File: config.mk
export PLATFORM = sky130hd
export DESIGN_NAME = cpu_core_mc
export DESIGN_NICKNAME = d
export VERILOG_FILES = /design/src/rtl/cpu_pkg.sv /design/src/rtl/cpu_regfile_p.sv /design/src/rtl/cpu_core_mc.sv
export SDC_FILE = /design/constraint.sdc
export NUM_CORES = 1
export LEC_CHECK = 0
export BUFFER_PORTS_ARGS = -buffer_cell sky130_fd_sc_hd__buf_4
export CAP_MARGIN = 20
export CORE_UTILIZATION = 45
export DETAILED_ROUTE_END_ITERATION = 12
export PLACE_DENSITY = 0.69
export SLEW_MARGIN = 40
export SYNTH_ARGS = -nofsm -noshare
export SYNTH_HDL_FRONTEND = slang
export SYNTH_HIERARCHICAL = 1
export SYNTH_SLANG_ARGS = --single-unit
File: constraint.sdc
create_clock -name clk -period 7.2 [get_ports clk]
set_input_delay 2.16 -clock clk [delete_from_list [all_inputs] [get_ports clk]]
set_output_delay 2.16 -clock clk [all_outputs]
set_load 0.02 [all_outputs]
File: src/rtl/cpu_pkg.sv
// cpu_pkg: shared definitions for the multi-cycle 16-bit core.
//   - opcode values (instruction bits [15:12])
//   - FSM state and ALU select enums
//   - instruction field positions
//   - alu_sel(): opcode to ALU operation mapping
package cpu_pkg;

  localparam logic [3:0] OP_ADD  = 4'd0;
  localparam logic [3:0] OP_SUB  = 4'd1;
  localparam logic [3:0] OP_AND  = 4'd2;
  localparam logic [3:0] OP_OR   = 4'd3;
  localparam logic [3:0] OP_XOR  = 4'd4;
  localparam logic [3:0] OP_SLT  = 4'd5;
  localparam logic [3:0] OP_SHL  = 4'd6;
  localparam logic [3:0] OP_SHR  = 4'd7;
  localparam logic [3:0] OP_ADDI = 4'd8;
  localparam logic [3:0] OP_LW   = 4'd9;
  localparam logic [3:0] OP_SW   = 4'd10;
  localparam logic [3:0] OP_BEQ  = 4'd11;
  localparam logic [3:0] OP_JMP  = 4'd12;
  localparam logic [3:0] OP_NOP0 = 4'd13;
  localparam logic [3:0] OP_NOP1 = 4'd14;
  localparam logic [3:0] OP_HALT = 4'd15;

  typedef enum logic [2:0] {
    S_FETCH,
    S_DECODE,
    S_EXEC,
    S_MEM,
    S_WB,
    S_HALT
  } state_e;

  typedef enum logic [2:0] {
    ALU_ADD,
    ALU_SUB,
    ALU_AND,
    ALU_OR,
    ALU_XOR,
    ALU_SLT,
    ALU_SHL,
    ALU_SHR
  } alu_sel_e;

  // Instruction field positions
  localparam int unsigned OP_MSB  = 15;
  localparam int unsigned OP_LSB  = 12;
  localparam int unsigned RS1_MSB = 11;
  localparam int unsigned RS1_LSB = 9;
  localparam int unsigned RS2_MSB = 8;   // rs2 (R-type) and rt (I-type) share bits
  localparam int unsigned RS2_LSB = 6;
  localparam int unsigned RD_MSB  = 5;
  localparam int unsigned RD_LSB  = 3;
  localparam int unsigned IMM_MSB = 5;
  localparam int unsigned IMM_LSB = 0;
  localparam int unsigned JT_MSB  = 11;

  function automatic alu_sel_e alu_sel(input logic [3:0] op);
    case (op)
      OP_ADD, OP_ADDI: return ALU_ADD;
      OP_SUB:          return ALU_SUB;
      OP_AND:          return ALU_AND;
      OP_OR:           return ALU_OR;
      OP_XOR:          return ALU_XOR;
      OP_SLT:          return ALU_SLT;
      OP_SHL:          return ALU_SHL;
      OP_SHR:          return ALU_SHR;
      default:         return ALU_ADD;
    endcase
  endfunction

endpackage

File: src/rtl/cpu_regfile_p.sv
// cpu_regfile_p: 8-entry register file, R0 hard-wired to zero.
//   clk_i      clock, rising edge
//   rst_ni     asynchronous active-low clear of all entries
//   ra_i/rb_i  read addresses, rdata_a_o/rdata_b_o combinational read data
//   we_i, waddr_i, wdata_i  synchronous write port (writes to R0 dropped)
//   result_o   combinational view of R[RESULT_REG]
module cpu_regfile_p #(
  parameter int unsigned DW         = 16,
  parameter int unsigned RESULT_REG = 7
) (
  input  logic          clk_i,
  input  logic          rst_ni,
  input  logic [2:0]    ra_i,
  input  logic [2:0]    rb_i,
  output logic [DW-1:0] rdata_a_o,
  output logic [DW-1:0] rdata_b_o,
  input  logic          we_i,
  input  logic [2:0]    waddr_i,
  input  logic [DW-1:0] wdata_i,
  output logic [DW-1:0] result_o
);

  localparam logic [2:0] RIDX = 3'(RESULT_REG);

  logic [DW-1:0] regs_q [8];

  always_ff @(posedge clk_i or negedge rst_ni) begin
    if (!rst_ni) begin
      for (int unsigned i = 0; i < 8; i++) begin
        regs_q[i] <= '0;
      end
    end else if (we_i && (waddr_i != 3'd0)) begin
      regs_q[waddr_i] <= wdata_i;
    end
  end

  always_comb begin
    rdata_a_o = (ra_i == 3'd0) ? '0 : regs_q[ra_i];
    rdata_b_o = (rb_i == 3'd0) ? '0 : regs_q[rb_i];
    result_o  = (RIDX == 3'd0) ? '0 : regs_q[RIDX];
  end

endmodule

File: src/rtl/cpu_core_mc.sv
// cpu_core_mc: multi-cycle CPU core with request/acknowledge memory ports.
//   clk, reset (async, active low)
//   imem_req/imem_addr/imem_ack/imem_rdata  instruction fetch handshake
//   dmem_req/dmem_we/dmem_addr/dmem_wdata/dmem_ack/dmem_rdata  data access
//   pc      current program counter (also the fetch address)
//   result  R[RESULT_REG], combinational from the register file
//   retire  one-cycle pulse per completed instruction
//   halted  high once HALT has executed, until reset
module cpu_core_mc
  import cpu_pkg::*;
#(
  parameter int unsigned DW         = 16,
  parameter int unsigned AW         = 16,
  parameter int unsigned RESULT_REG = 7
) (
  input  logic          clk,
  input  logic          reset,
  output logic          imem_req,
  output logic [AW-1:0] imem_addr,
  input  logic          imem_ack,
  input  logic [15:0]   imem_rdata,
  output logic          dmem_req,
  output logic          dmem_we,
  output logic [AW-1:0] dmem_addr,
  output logic [DW-1:0] dmem_wdata,
  input  logic          dmem_ack,
  input  logic [DW-1:0] dmem_rdata,
  output logic [AW-1:0] pc,
  output logic [DW-1:0] result,
  output logic          retire,
  output logic          halted
);

  state_e        state_q;
  logic [AW-1:0] pc_q;
  logic [15:0]   instr_q;
  logic [DW-1:0] a_q, b_q, res_q;
  logic [AW-1:0] addr_q;
  logic          retire_q, halted_q;

  // Instruction fields
  logic [3:0]        op;
  logic [2:0]        rs1, rs2, rd;
  logic signed [5:0] imm6;
  logic [DW-1:0]     imm_dw;
  logic [AW-1:0]     imm_aw;
  logic [AW-1:0]     jmp_target;

  always_comb begin
    op         = instr_q[OP_MSB:OP_LSB];
    rs1        = instr_q[RS1_MSB:RS1_LSB];
    rs2        = instr_q[RS2_MSB:RS2_LSB];
    rd         = instr_q[RD_MSB:RD_LSB];
    imm6       = instr_q[IMM_MSB:IMM_LSB];
    imm_dw     = DW'(imm6);
    imm_aw     = AW'(imm6);
    jmp_target = AW'(instr_q[JT_MSB:0]);
  end

  // Register file
  logic [DW-1:0] rf_a, rf_b;
  logic          rf_we;
  logic [2:0]    rf_waddr;

  // ADDI and LW write rt; R-type ops write rd
  assign rf_we    = (state_q == S_WB);
  assign rf_waddr = op[3] ? rs2 : rd;

  cpu_regfile_p #(
    .DW        (DW),
    .RESULT_REG(RESULT_REG)
  ) u_regfile (
    .clk_i    (clk),
    .rst_ni   (reset),
    .ra_i     (rs1),
    .rb_i     (rs2),
    .rdata_a_o(rf_a),
    .rdata_b_o(rf_b),
    .we_i     (rf_we),
    .waddr_i  (rf_waddr),
    .wdata_i  (res_q),
    .result_o (result)
  );

  // Inline ALU
  logic [DW-1:0] alu_b, alu_d, ea_sum;
  logic [AW-1:0] ea_d;

  always_comb begin
    alu_b  = (op == OP_ADDI) ? imm_dw : b_q;
    alu_d  = '0;
    unique case (alu_sel(op))
      ALU_ADD: alu_d = a_q + alu_b;
      ALU_SUB: alu_d = a_q - alu_b;
      ALU_AND: alu_d = a_q & alu_b;
      ALU_OR:  alu_d = a_q | alu_b;
      ALU_XOR: alu_d = a_q ^ alu_b;
      ALU_SLT: alu_d[0] = ($signed(a_q) < $signed(alu_b));
      ALU_SHL: alu_d = a_q << alu_b[3:0];
      ALU_SHR: alu_d = a_q >> alu_b[3:0];
      default: alu_d = '0;
    endcase
    ea_sum = a_q + imm_dw;
    ea_d   = AW'(ea_sum);
  end

  always_ff @(posedge clk or negedge reset) begin
    if (!reset) begin
      state_q  <= S_FETCH;
      pc_q     <= '0;
      instr_q  <= '0;
      a_q      <= '0;
      b_q      <= '0;
      res_q    <= '0;
      addr_q   <= '0;
      retire_q <= 1'b0;
      halted_q <= 1'b0;
    end else begin
      retire_q <= 1'b0;
      case (state_q)
        S_FETCH: begin
          if (imem_ack) begin
            instr_q <= imem_rdata;
            pc_q    <= pc_q + AW'(1);
            state_q <= S_DECODE;
          end
        end
        S_DECODE: begin
          a_q     <= rf_a;
          b_q     <= rf_b;
          state_q <= S_EXEC;
        end
        S_EXEC: begin
          case (op)
            OP_LW, OP_SW: begin
              addr_q  <= ea_d;
              state_q <= S_MEM;
            end
            OP_BEQ: begin
              if (a_q == b_q) begin
                pc_q <= pc_q + imm_aw;
              end
              retire_q <= 1'b1;
              state_q  <= S_FETCH;
            end
            OP_JMP: begin
              pc_q     <= jmp_target;
              retire_q <= 1'b1;
              state_q  <= S_FETCH;
            end
            OP_NOP0, OP_NOP1: begin
              retire_q <= 1'b1;
              state_q  <= S_FETCH;
            end
            OP_HALT: begin
              retire_q <= 1'b1;
              halted_q <= 1'b1;
              state_q  <= S_HALT;
            end
            default: begin
              res_q   <= alu_d;
              state_q <= S_WB;
            end
          endcase
        end
        S_MEM: begin
          if (dmem_ack) begin
            if (op == OP_LW) begin
              res_q   <= dmem_rdata;
              state_q <= S_WB;
            end else begin
              retire_q <= 1'b1;
              state_q  <= S_FETCH;
            end
          end
        end
        S_WB: begin
          retire_q <= 1'b1;
          state_q  <= S_FETCH;
        end
        S_HALT: begin
          state_q <= S_HALT;
        end
        default: begin
          state_q <= S_FETCH;
        end
      endcase
    end
  end

  // Requests decode straight from the state so a fetch is issued in the very
  // first cycle after reset release; imem_req is also gated by reset because
  // the reset state is FETCH yet no request may be shown while reset is low.
  assign imem_req   = reset && (state_q == S_FETCH);
  assign imem_addr  = pc_q;
  assign dmem_req   = (state_q == S_MEM);
  assign dmem_we    = dmem_req && (op == OP_SW);
  assign dmem_addr  = addr_q;
  assign dmem_wdata = b_q;
  assign pc         = pc_q;
  assign retire     = retire_q;
  assign halted     = halted_q;

endmodule

Yosys cells after proc, flatten, opt, wreduce, memory -nomap -nowiden --
Memory sizes are Yosys's and may differ from the RTL's. Cells that the tools add are included.
Cells by class: $add $sub $neg 5, $lt $le $gt $ge 5, equality and inequality tests 27, shift-type cells 2, mux-type cells 32, bitwise operators 6, reduce and logical (&&, ||, !) cells 21
Operators by type and width (count):
- $mux W16 | 13
- $bwmux W128 | 1
- $pmux W15 S7 | 1
- $bmux W16 S3 | 2
- $pmux W16 S2 | 3
- $add A16 B16 Y16 | 3
- $demux W16 S3 | 1
- $eq A4 B4 Y1 const B | 8
- $eq A3 B3 Y1 const B | 6
- $add A16 B1 Y16 const B | 1
- $and A16 B16 Y16 | 1
- $eq A16 B16 Y1 | 1
- $lt A16 B16 Y1 | 1
- $or A16 B16 Y16 | 1
- $shl A16 B4 Y16 | 1
- $shr A16 B4 Y16 | 1
- $sub A16 B16 Y16 | 1
- $xor A16 B16 Y16 | 1
- $pmux W3 S5 | 1
- $eq A3 B2 Y1 const B | 4
- $ge A4 B4 Y1 const B | 3
- $logic_not A3 Y1 | 4
- $mux W3 | 4
- $not A3 Y4 | 3
- other kinds (19) | 32
Word-level totals: register bits after elaboration 229, ROM bits 48, output and inout port bits 85, logic and storage cells 116, memories kept 1
Memory list:
- (no name shown) | words 16, bits a word 3, rd ports 1, clocked after Yosys merged registers in 0, write ports 0, RTL line cpu_pkg.sv:59 | case (op)

Depth between registers and ports, before layout --
depth after elaboration 7, mapped depth 19, depth with buffers taken out 15

Hierarchy --
The synthesis kept the hierarchy.
By module, submodules not included:
- cpu_core_mc | instances 1, cells each 1263, area each 10028.4 um^2, seq. area each 2527.4 um^2
- cpu_regfile_p | instances 1, cells each 477, area each 6379.9 um^2, seq. area each 2802.7 um^2

Worst setup path before layout --
Ideal clock, no wire load.
kind input to output, start input port reset, end output port imem_req, arrival 2.874 ns, required time 5.040 ns, path slack 2.166 ns, stages on the path 1, cells stage by stage nor4b_1
On the way: longest elaborated chain between the ends 1
Ends and longest elaborated chain:
- start: declaration | RTL line cpu_core_mc.sv:17 | input logic reset,
- $logic_and A1 B1 Y1 | RTL line cpu_core_mc.sv:194 | assign imem_req = reset && (state_q == S_FETCH);
- end: declaration | RTL line cpu_core_mc.sv:18 | output logic imem_req,
Every way passes these cells.

Worst setup path in the final report --
Same ends and word-level chain as after synthesis.

==> metrics <==
setup TNS=0 ns; WL/cell=24.8 µm; Vias per Instance=6.38; post_cts resized=0; unrepaired setup endpoints after global routing=false; WHS Endpoint=halted; DRT iter0 DRCs=1577; max incr delay on CP=0.41 ns; Root Buffer=clkbuf_16; Arr. time, crit path=3.13 ns; Ys Warns=6; global-route wire length before repair=83.7 mm; Die Span X=193 µm; deepest clock path buffer count=3; Max Clk Rate=0.189 GHz; final count of hold timing violations=0; R2R setup slack=2.02 ns; Async SR Flop Fraction=100%; register bit count reported by yosys=213; failing checks=DRC; I/O pin cnt=121; critical path class=in -> out; Post-route DRC=8; critical path depth in cells=3; input/output buffers=120; Worst Hold Path Cells=2; CP max stage cell=buf_8; Pre-antenna DRT Iters=10; Placer Congestion=1.00; number of diodes=0; Avg Cell Area, Syn=9.43 µm²; Rel. slew slack=36.3%; total global routing overflow=0; Syn-to-layout area delta=10.4%; Worst Path Required=5.04 ns; via count=14.3k; Final Power=0.00999 W; Placeable Area=0.0357 mm²; Cell variety after synth=88; Layout Skew=0.0261 ns; post-synthesis sequential area ratio=32.5%; Setup crit start kind=input port; Mapped Area=0.0164 mm²; Post-Route WL=55.6 mm; sum of buffers and inverters on the critical path=2; Reg2Reg Depth=13; Die ar.=0.0372 mm²; clock-pin slew on the worst setup and hold paths=0.06 ns; vias in the first global route=13.7k; crit path time final=5.29 ns; Cell Chain, Critical Path=buf_8 -> nor4b_1 -> buf_4; DRT antenna net count=0; Tot GR Track Use=29.6%; Rows=69; Leak=8.24 nW; fin crit share=73.5%; clk sinks=213; worst slew pin tran=0.953 ns; most common flop cell mapped by yosys=dfrtp_1; final setup vio count=0; cts bufs inserted=25; worst hold path class=reg -> reg; Die Y=193 µm; Critical path origin=reset; layout cells sized above 1=25.2%; fill cell count=3307; initial antenna violation count=0; Hold Path Origin=halted; CP endpoint kind=output pin; max cap viols=0; reg2reg end=res_q[10]; PD cells=551 mW/mm²; CTS tree=done; cells after synthesis=1740; CP top delay family=buffers and inverters; NumNets Final=1889; post-detailed-placement half-perimeter wirelength=39.3 mm; Peak VDD IR=0.286 mV; post-CTS setup buffer count=0; pin count of the biggest net entering global routing=74; cts hold-fix bufs=0; Crit Path Max Fanout=72; fin. max-slew vios=0; syn_nets=1863; r2r startpoint=instr_q[15]; Initial Util=45.9%; EDFF count, synth=0; htree depth=1; status=finished, violations left; insertion delay to the later sink of the worst-skew pair=0.57 ns
worst min-delay path, stage by stage (launching register included):
cell and delay, ns:
dfrtp_1 0.35, inv_1 0.04, o31ai_1 0.06
stage by stage:
step | setup WS [ns] | util, % | hold WS, ns | cells | area [µm²]
CTS | 1.89 | 50.7 | 0.485 | 2242 | 18100
global route | 1.82 | 50.7 | 0.527 | 2242 | 18100
detailed placement | 1.90 | 48.5 | 0.472 | 2200 | 17300
floorplan | 2.17 | - | 0.491 | 1740 | 16400
global placement | 1.90 | 48.3 | 0.464 | 2198 | 17300
finish | 1.91 | 50.7 | 0.486 | 2242 | 18100
how the worst max path moves through the flow:
stage / end
floorplan: imem_req
global placement: imem_req
detailed placement: imem_req
CTS: imem_req
global route: imem_req
finish: imem_req
Yosys cell counts, drive strengths merged (8+ instances only):
cell type  count  area, µm²
o21a           8       60.1
nand2        162        611
a21o          11       82.6
xor2          25        219
mux2i         59        591
o31ai         10       80.1
clkbuf        68        256
nor2         126        473
xnor2         24        210
o21ai        114        571
nor3          52        282
dfrtp        213       5330
nor2b         14       90.1
a21oi         89        445
o22ai         27        169
a211oi        14        110
nand3         28        140
nand2b        17        106
a22oi          9       67.6
inv           61        229
ha            84       1050
a31oi         15       93.8
buf           81        597
o211ai        23        173
a221oi        60        538
mux4          11        248
mux2         220       2560
cells by family after synthesis:
kind of cell               Yosys count  share of synthesized area (%)
buffers and inverters              214                           6.73
and+or+nand+nor                    450                           13.0
muxes                              290                           20.7
DFF                                213                           32.5
AOI/OAI and AO/OA                  436                           17.6
adders and majority gates           88                           6.83
xor gates and xnor gates            49                           2.62
sequential cells by signal, summed over array words and instances (netlist names):
signal and flops:
imem_addr 16, u_regfile/regs_q 96, instr_q 16, u_regfile/result_o 16
state_q 3, dmem_addr 16, retire 1, res_q 16
a_q 16, halted 1, dmem_wdata 16
where the power goes:
group          internal, W  switching, W  leakage, nW
Combinational      0.00255       0.00362         5.10
Sequential         0.00168      0.000865         2.75
Clock             0.000743      0.000528        0.386
final cells by class:
| type | instances | area, µm² | share of cell area [%] |
|---|---|---|---|
| repair buffers | 148 | 1140 | 6.28 |
| clock buffers | 37 | 701 | 3.87 |
| well taps | 461 | 577 | 3.18 |
| multi-input cells | 1313 | 10000 | 55.3 |
| inverters | 65 | 250 | 1.38 |
| clock inverters | 5 | 90.1 | 0.497 |
| flip-flops and latches | 213 | 5340 | 29.4 |
cell usage in the layout, fill, tap and decap left out, types with 25 or more instances in the layout:
master and instances:
dfrtp_1 209, mux2_2 194, nand2_1 160, buf_4 142, nor2_1 126, o21ai_0 111
a21oi_1 88, ha_1 84, inv_1 61, mux2i_1 58, a221oi_1 58, nor3_1 48
nand3_1 28, o22ai_1 26, xor2_1 25, clkbuf_16 25
routing by layer:
| metal | GRT usage (%) | up-vias | share of wire [%] |
|---|---|---|---|
| met5 | 0 | - | 0 |
| met4 | 9.68 | 0 | 3.0 |
| met3 | 3.82 | 126 | 7.4 |
| met2 | 48.4 | 647 | 47 |
| met1 | 40.4 | 7120 | 43 |
| li1 | - | 6413 | - |
Note: power is estimated with default switching activity, not from simulation.
